`config.mk`:
```
export PLATFORM = sky130hd
export DESIGN_NAME = valet_tip_generator
export DESIGN_NICKNAME = d
export VERILOG_FILES = /design/src/rtl/valet_tip_generator.sv
export SDC_FILE = /design/constraint.sdc
export NUM_CORES = 1
export LEC_CHECK = 0
export CAP_MARGIN = 20
export CORE_ASPECT_RATIO = 0.6
export CORE_UTILIZATION = 47
export DETAILED_ROUTE_END_ITERATION = 6
export PLACE_DENSITY = 0.75
export SLEW_MARGIN = 10
export SYNTH_ARGS = -nofsm -noshare
export SYNTH_HDL_FRONTEND = slang
export SYNTH_SLANG_ARGS = --single-unit
```
`constraint.sdc`:
```
create_clock -name clk -period 2.2 [get_ports clk]
set_input_delay 0.22 -clock clk [delete_from_list [all_inputs] [get_ports clk]]
set_output_delay 0.22 -clock clk [all_outputs]
set_load 0.01 [all_outputs]
```
`src/rtl/valet_tip_generator.sv`:
```
// Valet retrieval timer: queues ticket requests, times each retrieval and emits one graded, signed tip event.
// Optional streak bonus enabled by defining VALET_TIP_STREAK_EN.
module valet_tip_generator #(
  parameter int TICKET_W          = 4,
  parameter int FIFO_DEPTH        = 4,
  parameter int FAST_CYCLES       = 8,
  parameter int ONTIME_CYCLES     = 20,
  parameter int TIMEOUT_CYCLES    = 40,
  parameter int BONUS_TIP         = 10,
  parameter int BASE_TIP          = 5,
  parameter int LATE_PENALTY      = 3,
  parameter int TIMEOUT_PENALTY   = 15,
  parameter int WRONG_CAR_PENALTY = 8
) (
  input  logic                          clk,
  input  logic                          rst,
  input  logic                          req_valid,
  input  logic [TICKET_W-1:0]           req_ticket,
  output logic                          req_ready,
  input  logic                          car_delivered,
  input  logic [TICKET_W-1:0]           delivered_ticket,
  output logic signed [7:0]             tip_delta,
  output logic                          tip_event_valid,
  output logic                          busy,
  output logic [TICKET_W-1:0]           active_ticket,
  output logic [$clog2(FIFO_DEPTH):0]   queue_count
);

  localparam int PTR_W = $clog2(FIFO_DEPTH);
  localparam int CNT_W = PTR_W + 1;
  localparam int EL_W  = $clog2(TIMEOUT_CYCLES + 1);

  localparam logic [EL_W-1:0]   FAST_EL    = EL_W'(FAST_CYCLES);
  localparam logic [EL_W-1:0]   ONTIME_EL  = EL_W'(ONTIME_CYCLES);
  localparam logic [EL_W-1:0]   TIMEOUT_EL = EL_W'(TIMEOUT_CYCLES);
  localparam logic signed [9:0] BONUS10    = 10'(BONUS_TIP);
  localparam logic signed [9:0] BASE10     = 10'(BASE_TIP);
  localparam logic signed [9:0] LATE10     = 10'(LATE_PENALTY);
  localparam logic signed [9:0] TIMEOUT10  = 10'(TIMEOUT_PENALTY);
  localparam logic signed [9:0] WRONG10    = 10'(WRONG_CAR_PENALTY);

  typedef enum logic [1:0] {IDLE, RETRIEVE, GRADE} state_t;

  state_t                state_reg, state_next;
  logic [TICKET_W-1:0]   mem [FIFO_DEPTH];
  logic [PTR_W-1:0]      wr_ptr_reg, rd_ptr_reg;
  logic [CNT_W-1:0]      count_reg;
  logic [EL_W-1:0]       elapsed_reg;
  logic                  push, pop, decide, ticket_match;
  logic signed [9:0]     grade_base, grade_total;
  logic signed [7:0]     grade_sat;

  // Readiness comes from the registered count only, so a same-cycle pop never frees a slot early.
  assign req_ready       = (count_reg != CNT_W'(FIFO_DEPTH));
  assign push            = req_valid && req_ready;
  assign pop             = (state_reg == IDLE) && (count_reg != '0);
  assign ticket_match    = (delivered_ticket == active_ticket);
  assign busy            = (state_reg == RETRIEVE);
  assign tip_event_valid = (state_reg == GRADE);
  assign queue_count     = count_reg;

  always_comb begin
    state_next = state_reg;
    decide     = 1'b0;
    grade_base = '0;
    case (state_reg)
      IDLE: if (pop) state_next = RETRIEVE;
      RETRIEVE: begin
        // A delivery in the timeout cycle still counts as a delivery.
        if (car_delivered) begin
          decide = 1'b1;
          if (!ticket_match)                grade_base = -WRONG10;
          else if (elapsed_reg <= FAST_EL)   grade_base = BONUS10;
          else if (elapsed_reg <= ONTIME_EL) grade_base = BASE10;
          else                               grade_base = -LATE10;
        end else if (elapsed_reg == TIMEOUT_EL) begin
          decide     = 1'b1;
          grade_base = -TIMEOUT10;
        end
        if (decide) state_next = GRADE;
      end
      GRADE:   state_next = IDLE;
      default: state_next = IDLE;
    endcase
  end

`ifdef VALET_TIP_STREAK_EN
  logic [2:0] streak_reg, streak_inc;
  logic       on_time;

  always_comb begin
    on_time     = car_delivered && ticket_match && (elapsed_reg <= ONTIME_EL);
    streak_inc  = (streak_reg == 3'd7) ? 3'd7 : streak_reg + 3'd1;
    grade_total = grade_base;
    if (on_time && (streak_inc >= 3'd3)) grade_total = grade_base + 10'sd2;
  end

  always_ff @(posedge clk) begin
    if (rst)         streak_reg <= '0;
    else if (decide) streak_reg <= on_time ? streak_inc : 3'd0;
  end
`else
  assign grade_total = grade_base;
`endif

  always_comb begin
    if (grade_total > 10'sd127)       grade_sat = 8'sd127;
    else if (grade_total < -10'sd128) grade_sat = -8'sd128;
    else                              grade_sat = grade_total[7:0];
  end

  always_ff @(posedge clk) begin
    if (push) mem[wr_ptr_reg] <= req_ticket;
  end

  always_ff @(posedge clk) begin
    if (rst) begin
      state_reg     <= IDLE;
      wr_ptr_reg    <= '0;
      rd_ptr_reg    <= '0;
      count_reg     <= '0;
      elapsed_reg   <= '0;
      active_ticket <= '0;
      tip_delta     <= '0;
    end else begin
      state_reg <= state_next;
      if (push) wr_ptr_reg <= wr_ptr_reg + PTR_W'(1);
      if (push && !pop)      count_reg <= count_reg + CNT_W'(1);
      else if (!push && pop) count_reg <= count_reg - CNT_W'(1);
      if (pop) begin
        active_ticket <= mem[rd_ptr_reg];
        rd_ptr_reg    <= rd_ptr_reg + PTR_W'(1);
        elapsed_reg   <= '0;
      end else if ((state_reg == RETRIEVE) && (elapsed_reg != TIMEOUT_EL)) begin
        elapsed_reg <= elapsed_reg + EL_W'(1);
      end
      if (decide) tip_delta <= grade_sat;
    end
  end

endmodule

```
-- Word level (Yosys, flattened, before mapping)
Memories as Yosys holds them, arrays and structs flattened. A register that Yosys moved wholly into a read port is not among the register bits.
Cells that the tools add are included.
- flip-flop bits (word level): 23
- memory bits (writable): 16
- input port bits: 12
- output and inout port bits: 18
- word-level logic and storage cells: 55
- memories: 1
- add/sub/neg operators: 5
- magnitude comparators: 4
- eq/ne operators: 8
- multiplexer cells: 19
- reduce and logical (&&, ||, !) cells: 12
- memory list (name ; depth ; bits a word ; rd ports ; clocked after Yosys merged registers in ; wr ports ; line ; text):
    mem ; 4 ; 4 ; 1 ; 1 ; 1 ; 45 ; logic [TICKET_W-1:0] mem [FIFO_DEPTH];
- operators with widths (kind ; count):
    2-to-1 mux 10 bit ; 6
    2-to-1 mux 8 bit ; 2
    > comparator 10 x 8 -> 1 bit, second input constant ; 1
    less-than comparator 10 x 8 -> 1 bit, second input constant ; 1
    adder 6 x 1 -> 6 bit, second input constant ; 1
    == test 6 bit, second input constant ; 1
    less-or-equal comparator 6 x 4 -> 1 bit, second input constant ; 1
    less-or-equal comparator 6 x 5 -> 1 bit, second input constant ; 1
    2-to-1 mux 1 bit ; 6
    2-to-1 mux 3 bit ; 2
    != test 6 bit, second input constant ; 1
    logical AND 1 bit ; 5
    adder 2 x 1 -> 2 bit, second input constant ; 2
    == test 4 bit ; 1
    2-to-1 mux 2 bit ; 2
    case mux 2 bit (2 select lines) ; 1
    adder 3 x 1 -> 3 bit, second input constant ; 1
    != test 3 bit, second input constant ; 1
    nonzero test 3 bit ; 1
    subtractor 3 x 1 -> 3 bit, second input constant ; 1
    == test 2 x 1 -> 1 bit, second input constant ; 1
    == test 2 bit, second input constant ; 1
    zero test 1 bit ; 2
    zero test 2 bit ; 1
    other kinds (5) ; 5

-- Logic depth before layout (Yosys ltp)
Gate-level depths: netlist (run 1).
- word-level depth: 9
- gate-level depth with buffers: 9
- mapped depth without buffers: 8

-- Worst setup path after synthesis (run 1)
Ideal clock, no wire load.
- path type: reg-to-reg
- start point: register count_reg[1], in the netlist queue_count[1]
- end point: register count_reg[2], in the netlist queue_count[2]
- library setup time: 0.070 ns
- data arrival time: 2.057 ns
- data required time: 2.130 ns
- slack: 0.073 ns
- cell stages (with the launch flop): 10
- buffers on the path: 1
- period minus slack after synthesis: 2.127 ns
- path through: dfxtp_1 nor3_1 or3_1 buf_2 ha_1 inv_1 fa_1 xor2_1 or3_1 a21oi_1
- cells in the longest elaborated chain, start to end: 5
- elaborated cells between the ends (all ways): 13
- those cells by class: add/sub: 2; eq/ne: 1; mux: 2; reduce/logical: 8
- ends and longest elaborated chain (what ; line ; text):
    start: declaration ; 47 ; logic [CNT_W-1:0] count_reg;
    start signal: assignment ; 128 ; if (push && !pop) count_reg <= count_reg + CNT_W'(1);
    start signal: assignment ; 129 ; else if (!push && pop) count_reg <= count_reg - CNT_W'(1);
    parallel branches: the longest is 5 deep, another holds subtractor 3 x 1 -> 3 bit ; - ;
Several ways; the timed one is not identified. The select of a mux whose other input is x is not followed.
A chain may end at the register's enable or synchronous reset.

-- Worst setup path in the final report (run 1)
Same ends and word-level chain as after synthesis.

==> flow_metrics.py, run 1 <==
metrics = {
    "outcome": {
        "status": "completed",
    },
    "layout": {
        "largest_register_ffs": 16,
        "layout-drive-gt1-share": 0.155,
        "multi_input_area_um2": 826,
        "layoutNonFillerInstCount": 234,
        "fin_util": 0.622,
        "antenna_cells": 0,
        "nets": 206,
        "syn_to_final_growth_pct": 24.4,
        "design_area_um2": 2310,
        "seqCellArea_um2": 963,
        "final.fill_count": 297,
    },
    "setup_path": {
        "crit_buf_inv": 1,
        "critPathKind": "reg -> reg",
        "cp.arrival_ns": 2.31,
        "cpPeakStageDelay_ns": 0.38,
        "reg2regPathDepth": 8,
        "path_delay_family": "simple AND/OR/NAND/NOR gates",
        "worstPathRequired_ns": 2.42,
        "crit_path_frequent_cell": "or3_1",
        "crit_path_start_kind": "register",
        "crit_path_cell_trace": "nor3_2 -> or3_1 -> ha_1 -> inv_1 -> fa_1 -> xor2_1 -> or3_1 -> a21oi_1",
        "end_kind": "register",
        "path_depth": 8,
        "critPathMaxFanout": 5,
        "cp_slowest_cell": "fa_1",
    },
    "synthesis": {
        "async_flop_share": 0,
        "synth_area_leaders": "dfxtp_1 (26%), edfxtp_1 (26%), mux4_2 (4.8%)",
        "synth_top_flop_cell": "dfxtp_1",
        "synth_area_leader_cell": "dfxtp_1",
        "synth.top_cells.by_count": "dfxtp_1 (24), nor2_1 (18), edfxtp_1 (16)",
        "yosysTopAreaCellShare": 0.258,
        "syn_avg_cell_area_um2": 12.2,
        "synthesis.nets": 173,
        "yosysSeqAreaShare": 0.517,
        "syn_area_um2": 1860,
        "syn-instance-count": 153,
        "synth_seq_cells": 40,
        "yosysMostFrequentCell": "dfxtp_1",
        "yosys_warnings": 0,
        "synth_edf_count": 16,
        "synth_cell_type_count": 40,
    },
    "place": {
        "post-place-ws_ns": -0.0357,
        "placedInstanceArea_um2": 2200,
        "place_hpwl_mm": 2.70,
        "placement.io_buffers": 29,
        "place_congestion": 0.870,
        "placed_cells_incl_taps": 226,
    },
    "floorplanning": {
        "die_w_um": 83.2,
        "dieArea_um2": 4220,
        "floorplan.rows": 17,
        "start_util": 0.499,
        "floorplan.die.height_um": 50.7,
        "ioPinCount": 30,
        "coreArea_um2": 3720,
    },
    "clock_tree": {
        "ctsHoldBuffers": 0,
        "path_clk_slew_ns": 0.08,
        "cts_max_level": 2,
        "cts_root_buf": "clkbuf_8",
        "cts-buffers-inserted": 5,
        "insertion_delay_ns": 0.30,
        "clockBufferDepth": 2,
        "cts_tree": "yes",
        "cts.sinks": 40,
        "cts_setup_buffers": 0,
    },
    "sta": {
        "final.setup.worst_slack_ns": 0.104,
        "hold_ws_ns": 0.477,
        "final-max-slew-violation-count": 0,
        "finalHoldViolCount": 0,
        "timing.fmax_mhz": 477,
        "clock_skew_ns": 0.0105,
        "period_share": 0.953,
        "worst_pin_slew_ns": 0.491,
        "min_period_ns": 2.10,
        "rsz0062_at_grt": "no",
        "setup_tns_ns": 0,
        "setup_violations": 0,
        "slew_headroom": 0.671,
    },
    "min_path": {
        "hold_path_depth": 2,
        "worst_hold_path_type": "reg -> reg",
    },
    "global_route": {
        "grt_pass1_vias": 1269,
        "grt_pass1_wl_mm": 6.19,
        "antenna_found_initial": 0,
        "grt.overflow.total": 0,
        "grt_max_degree": 13,
        "grt.total_usage": 0.194,
    },
    "detailed_routing": {
        "drc": 0,
        "topRoutingLayerUsed": "met4",
        "routed_via_density": 5.32,
        "wl_met3_um": 219,
        "wl_met1_mm": 1.64,
        "met2_length_mm": 1.65,
        "detailroute.via_count": 1244,
        "wl_per_cell_um": 15.2,
        "ant_nets": 0,
        "drt_iter0_drc": 155,
        "drt-pass1-iter-count": 4,
        "wirelength_mm": 3.56,
    },
    "pwr": {
        "max-vdd-ir-drop_v": 0.000720,
        "p_leak_nw": 0.880,
        "power_density_nw_per_um2": 1120,
        "total_power_mw": 2.59,
    },
    "job": {
        "drv_cap": 0,
    },
}
==> worst register-to-register path, cell delays in order, from the launching register on <==
cell and delay (ns):
dfxtp_2 0.36, nor3_2 0.20, or3_1 0.17, ha_1 0.20, inv_1 0.07, fa_1 0.38
xor2_1 0.19, or3_1 0.32, a21oi_1 0.15
==> per-layer routing <==
| layer | GRT usage | vias to the layer above |
|---|---|---|
| met4 | 0.0690 | 0 |
| li1 | - | 595 |
| met1 | 0.247 | 594 |
| met3 | 0.0526 | 8 |
| met2 | 0.324 | 47 |
| met5 | 0 | - |
==> cells by family after synthesis <==
kind of cell | share of synthesized area
flip-flops | 0.517
AO/OA/AOI/OAI | 0.0861
XOR/XNOR | 0.0659
multiplexers | 0.0861
adder cells (fa/ha/maj) | 0.0579
AND/OR/NAND/NOR | 0.145
buffers and inverters | 0.0417
==> cell usage in the layout, fill, tap and decap left out, types with 2 or more instances in the layout <==
cell             count
clkbuf_8             5
xor2_1              10
nor2_1              18
xnor2_1              4
edfxtp_1            16
or3_1                3
dfxtp_1             22
nand2_1              9
dfxtp_2              2
nand2b_4             2
o21a_1               2
inv_1               10
clkdlybuf4s50_1     29
ha_1                 7
mux2i_1              7
o32ai_1              2
nor2b_1              2
and2_1               4
o21ai_0              2
mux4_2               4
buf_4                4
==> where the power goes <==
part | switching [mW] | internal, mW
clock | 0.248 | 0.337
sequential | 0.132 | 0.904
combinational | 0.467 | 0.500
total | 0.846 | 1.74
==> final timing paths <==
check	slack, ns	startpoint	end
setup / recovery	0.10	queue_count[1]	queue_count[2]
hold / removal	0.48	tip_delta[2]	tip_delta[2]
setup reg to reg	0.10	queue_count[1]	queue_count[2]
hold reg to reg	0.48	tip_delta[2]	tip_delta[2]
==> cell type report <==
type,instances,share of cell area
flip-flops and latches,40,0.416
multi-input cells,96,0.357
repair buffers,33,0.138
clock buffers,6,0.0314
well taps,47,0.0254
inverters,10,0.0162
clock inverters,2,0.0151
==> timing repair <==
action                                  CTS  global route
endpoints found under the setup margin    0             1
hold endpoints to repair                  0             0
gates resized for setup                   0             3
No activity file was read; power rests on OpenSTA's default activity.
==> run 2, diff against run 1 <==
GPL_TIMING_DRIVEN = 0   (was not set)
==> flow_metrics.py, run 2 (synthesis results as in run 1) <==
metrics = {
    "outcome": {
        "status": "completed",
    },
    "clock_tree": {
        "cts_tree": "yes",
        "cts-buffers-inserted": 5,
        "insertion_delay_ns": 0.28,
        "cts.sinks": 40,
        "cts_root_buf": "clkbuf_8",
        "clockBufferDepth": 2,
        "path_clk_slew_ns": 0.07,
        "ctsHoldBuffers": 0,
        "cts_max_level": 2,
    },
    "place": {
        "place_congestion": 0.811,
        "place_hpwl_mm": 2.65,
        "placement.io_buffers": 28,
        "post-place-ws_ns": -0.162,
    },
    "sta": {
        "finalHoldViolCount": 0,
        "setup_violations": 0,
        "timing.fmax_mhz": 469,
        "final-max-slew-violation-count": 0,
        "slew_headroom": 0.696,
        "final.setup.worst_slack_ns": 0.0657,
        "clock_skew_ns": 0.00695,
        "period_share": 0.970,
        "worst_pin_slew_ns": 0.455,
        "setup_tns_ns": 0,
        "min_period_ns": 2.13,
    },
    "job": {
        "drv_cap": 0,
    },
    "setup_path": {
        "crit_path_cell_trace": "nor3_4 -> or3_1 -> buf_6 -> ha_2 -> inv_1 -> fa_1 -> xor2_1 -> or3_1 -> a21oi_1",
        "cpPeakStageDelay_ns": 0.37,
        "crit_path_frequent_cell": "or3_1",
        "critPathKind": "reg -> reg",
        "cp.arrival_ns": 2.34,
        "cp_slowest_cell": "dfxtp_4",
        "critPathMaxFanout": 5,
        "worstPathRequired_ns": 2.40,
        "crit_path_start_kind": "register",
        "end_kind": "register",
    },
    "floorplanning": {
        "die_w_um": 83.2,
        "dieArea_um2": 4220,
        "coreArea_um2": 3720,
        "floorplan.rows": 17,
        "floorplan.die.height_um": 50.7,
        "ioPinCount": 30,
        "start_util": 0.499,
    },
    "pwr": {
        "p_sw_frac": 0.324,
        "power_frac_comb": 0.402,
        "p_clk_frac": 0.199,
        "internal_power_mw": 1.75,
        "max-vdd-ir-drop_v": 0.000494,
        "p_leak_nw": 0.897,
        "power_density_nw_per_um2": 1100,
        "p_sw_mw": 0.839,
        "seqPwrFrac": 0.399,
    },
    "global_route": {
        "grt.overflow.total": 0,
        "grt_pass1_vias": 1193,
        "grt.total_usage": 0.180,
        "antenna_found_initial": 0,
        "grt_pass1_wl_mm": 5.70,
        "grt_max_degree": 13,
    },
    "layout": {
        "nets": 211,
        "multi_input_area_um2": 835,
        "final_cell_mix": "clkdlybuf4s50_1 (28), dfxtp_1 (21), nor2_1 (18)",
        "antenna_cells": 0,
        "layout-drive-gt1-share": 0.182,
        "largest_register_ffs": 16,
        "fin_util": 0.631,
        "syn_to_final_growth_pct": 26.2,
        "final.fill_count": 282,
        "seqCellArea_um2": 967,
        "final_common_cell": "clkdlybuf4s50_1",
    },
    "detailed_routing": {
        "wl_per_cell_um": 14.5,
        "ant_nets": 0,
        "routed_via_density": 5.24,
        "detailroute.via_count": 1253,
        "drt_iter0_drc": 79,
        "wirelength_mm": 3.47,
        "drt-pass1-iter-count": 4,
        "drc": 0,
    },
    "min_path": {
        "worst_hold_path_type": "in -> reg",
    },
}
-- run 2: area by class of cell --
cell class,instances,area share
Multi-Input combinational cell,96,0.356
Buffer,7,0.0197
Clock buffer,8,0.0426
Inverter,10,0.0160
Tap cell,47,0.0251
Timing Repair Buffer,31,0.129
Sequential cell,40,0.412
-- run 2: power by group through the flow --
stage	Sequential, mW	Combinational (mW)	Clock [mW]
2_1_floorplan	1.04	0.629	0
3_3_place_gp	1.02	0.923	0
3_5_place_dp	1.03	0.962	0
4_1_cts	1.02	0.985	0.524
5_1_grt	1.05	1.14	0.564
6_report	1.03	1.04	0.514
-- run 2: worst paths after layout --
check / startpoint / endpoint / slack (ns) / cells past startpoint
hold reg to reg: tip_delta[1] / tip_delta[1] / 0.48 / 2
hold / removal: rst / queue_count[1] / 0.32 / 2
setup reg to reg: queue_count[1] / queue_count[2] / 0.07 / 9
setup / recovery: queue_count[1] / queue_count[2] / 0.07 / 9
-- run 2: critical path: cells and delay by family, from the launching register on --
| kind | cells | cell delay, ns |
|---|---|---|
| buf+inv | 2 | 0.16 |
| compound gates | 1 | 0.15 |
| simple gates | 3 | 0.66 |
| fa+ha+maj | 2 | 0.54 |
| xor+xnor | 1 | 0.17 |
| flops | 1 | 0.37 |
-- run 2: stage by stage --
| step | hold WS [ns] | cell area (um^2) | cells | power (mW) |
|---|---|---|---|---|
| 2_1_floorplan | 0.319 | 1860 | 153 | 1.66 |
| 3_3_place_gp | 0.466 | 2200 | 228 | 1.95 |
| 3_5_place_dp | 0.465 | 2200 | 228 | 2.00 |
| 4_1_cts | 0.314 | 2320 | 237 | 2.53 |
| 5_1_grt | 0.335 | 2350 | 239 | 2.76 |
| 6_report | 0.316 | 2350 | 239 | 2.59 |
-- run 2: what timing repair did --
action                                 in CTS  in global routing
endpoints found under the hold margin       0                  0
pin swaps                                   1                  0
setup endpoints to repair                   1                  2
resized for setup                           4                  5
buffers inserted                            1                  2
-- run 2: metal layers --
metal / GRT usage / up-vias / wire length [um]
li1: - / 609 / -
met1: 0.242 / 596 / 1660
met5: 0 / - / 0
met4: 0.0690 / 0 / 44
met3: 0.0493 / 7 / 216
met2: 0.280 / 41 / 1540
==> run 3, diff against run 2 <==
CAP_MARGIN = not set   (was 20)
CORE_UTILIZATION = 52   (was 47)
PLACE_DENSITY = 0.79   (was 0.75)
clock period = 2.3 ns   (was 2.2 ns; I/O delays follow)
==> flow_metrics.py, run 3 (synthesis results as in run 1) <==
metrics = {
    "setup_path": {
        "crit_path_cell_trace": "nor3_4 -> or3_4 -> buf_6 -> ha_4 -> inv_1 -> fa_1 -> xor2_1 -> or3_1 -> a21oi_1",
        "worstPathRequired_ns": 2.52,
        "critPathKind": "reg -> reg",
        "cp.arrival_ns": 2.38,
        "crit_path_start_kind": "register",
        "crit_buf_inv": 2,
        "critPathLaunch": "queue_count[0]",
        "end_kind": "register",
        "cp_slowest_cell": "dfxtp_4",
        "r2r-start": "queue_count[0]",
        "cpPeakStageDelay_ns": 0.37,
        "critPathMaxFanout": 8,
        "path_delay_family": "simple AND/OR/NAND/NOR gates",
    },
    "detailed_routing": {
        "drt-pass1-iter-count": 4,
        "detailroute.via_count": 1267,
        "wirelength_mm": 3.69,
        "routed_via_density": 5.39,
        "drc": 0,
        "ant_nets": 0,
        "wl_per_cell_um": 15.7,
        "drt_iter0_drc": 73,
    },
    "pwr": {
        "power_density_nw_per_um2": 1100,
        "max-vdd-ir-drop_v": 0.000603,
        "total_power_mw": 2.59,
        "p_leak_nw": 0.897,
    },
    "clock_tree": {
        "clockBufferDepth": 2,
        "cts.sinks": 40,
        "cts_root_buf": "clkbuf_8",
        "insertion_delay_ns": 0.30,
        "cts-buffers-inserted": 5,
        "ctsHoldBuffers": 0,
        "path_clk_slew_ns": 0.07,
        "cts_tree": "yes",
        "cts_max_level": 2,
    },
    "layout": {
        "antenna_cells": 0,
        "largest_register_ffs": 16,
        "final.fill_count": 244,
        "syn_to_final_growth_pct": 27.0,
        "nets": 209,
        "final_cell_mix": "clkdlybuf4s50_1 (28), dfxtp_1 (21), nor2_1 (18)",
        "layout-drive-gt1-share": 0.179,
        "final_common_cell": "clkdlybuf4s50_1",
        "layoutNonFillerInstCount": 235,
        "fin_util": 0.710,
        "design_area_um2": 2360,
    },
    "floorplanning": {
        "start_util": 0.559,
        "floorplan.die.height_um": 48.3,
        "die_w_um": 79.2,
        "ioPinCount": 30,
        "dieArea_um2": 3830,
        "floorplan.rows": 16,
        "coreArea_um2": 3320,
    },
    "sta": {
        "setup_violations": 0,
        "period_share": 0.939,
        "timing.fmax_mhz": 463,
        "worst_pin_slew_ns": 0.505,
        "hold_ws_ns": 0.332,
        "min_period_ns": 2.16,
        "rsz0062_at_grt": "no",
        "slew_headroom": 0.663,
        "clock_skew_ns": 0.00759,
        "finalHoldViolCount": 0,
        "final-max-slew-violation-count": 0,
    },
    "global_route": {
        "antenna_found_initial": 0,
        "grt.total_usage": 0.221,
        "grt_pass1_wl_mm": 6.07,
        "grt.overflow.total": 0,
        "grt_pass1_vias": 1285,
        "grt_max_degree": 13,
    },
    "place": {
        "placed_cells_incl_taps": 226,
        "placedInstanceArea_um2": 2200,
        "placement.io_buffers": 28,
        "place_congestion": 0.847,
        "place_hpwl_mm": 2.71,
    },
    "min_path": {
        "hp-start": "rst",
        "worst_hold_path_type": "in -> reg",
    },
    "job": {
        "drv_cap": 0,
    },
    "outcome": {
        "status": "completed",
    },
}
-- run 3: worst paths after layout --
path | end | slack (ns) | cells past startpoint
worst max-delay path | queue_count[2] | 0.14 | 9
worst min-delay path | queue_count[2] | 0.33 | 2
worst max register to register | queue_count[2] | 0.14 | 9
worst min register to register | tip_delta[2] | 0.49 | 2
-- run 3: area by class of cell --
type | count | area [um^2] | area share
clock inverter | 2 | 33.8 | 0.0143
inverter | 10 | 37.5 | 0.0159
tap | 45 | 56.3 | 0.0238
buffer | 7 | 46.3 | 0.0196
timing repair buffer | 29 | 288 | 0.122
multi-input combinational | 96 | 850 | 0.360
sequential | 40 | 967 | 0.410
clock buffer | 6 | 82.6 | 0.0350
-- run 3: power breakdown --
group | switching [mW] | internal, mW | total, mW | leakage, nW
sequential | 0.126 | 0.868 | 0.994 | 0.344
combinational | 0.476 | 0.531 | 1.01 | 0.494
clock | 0.239 | 0.349 | 0.589 | 0.0588
total | 0.841 | 1.75 | 2.59 | 0.897
-- run 3: layer usage --
metal  vias to the layer above  GRT usage  part of all wire
met3                        10     0.0623             0.050
met4                         0      0.115             0.022
met2                        42      0.333              0.46
met5                         -          0                 0
li1                        605          -                 -
met1                       610      0.290              0.46
-- run 3: repair_timing --
action / in CTS / in global routing
endpoints found under the setup margin: 1 / 1
setup buffers: 1 / 0
pin swaps: 1 / 1
resized for setup: 5 / 6
-- run 3: through the flow --
stage               setup TNS (ns)  setup slack (ns)
finish                           0             0.141
global route                     0            0.0140
CTS                              0            0.0244
detailed placement          -0.114            -0.114
floorplan                        0             0.173
global placement                 0          0.000760
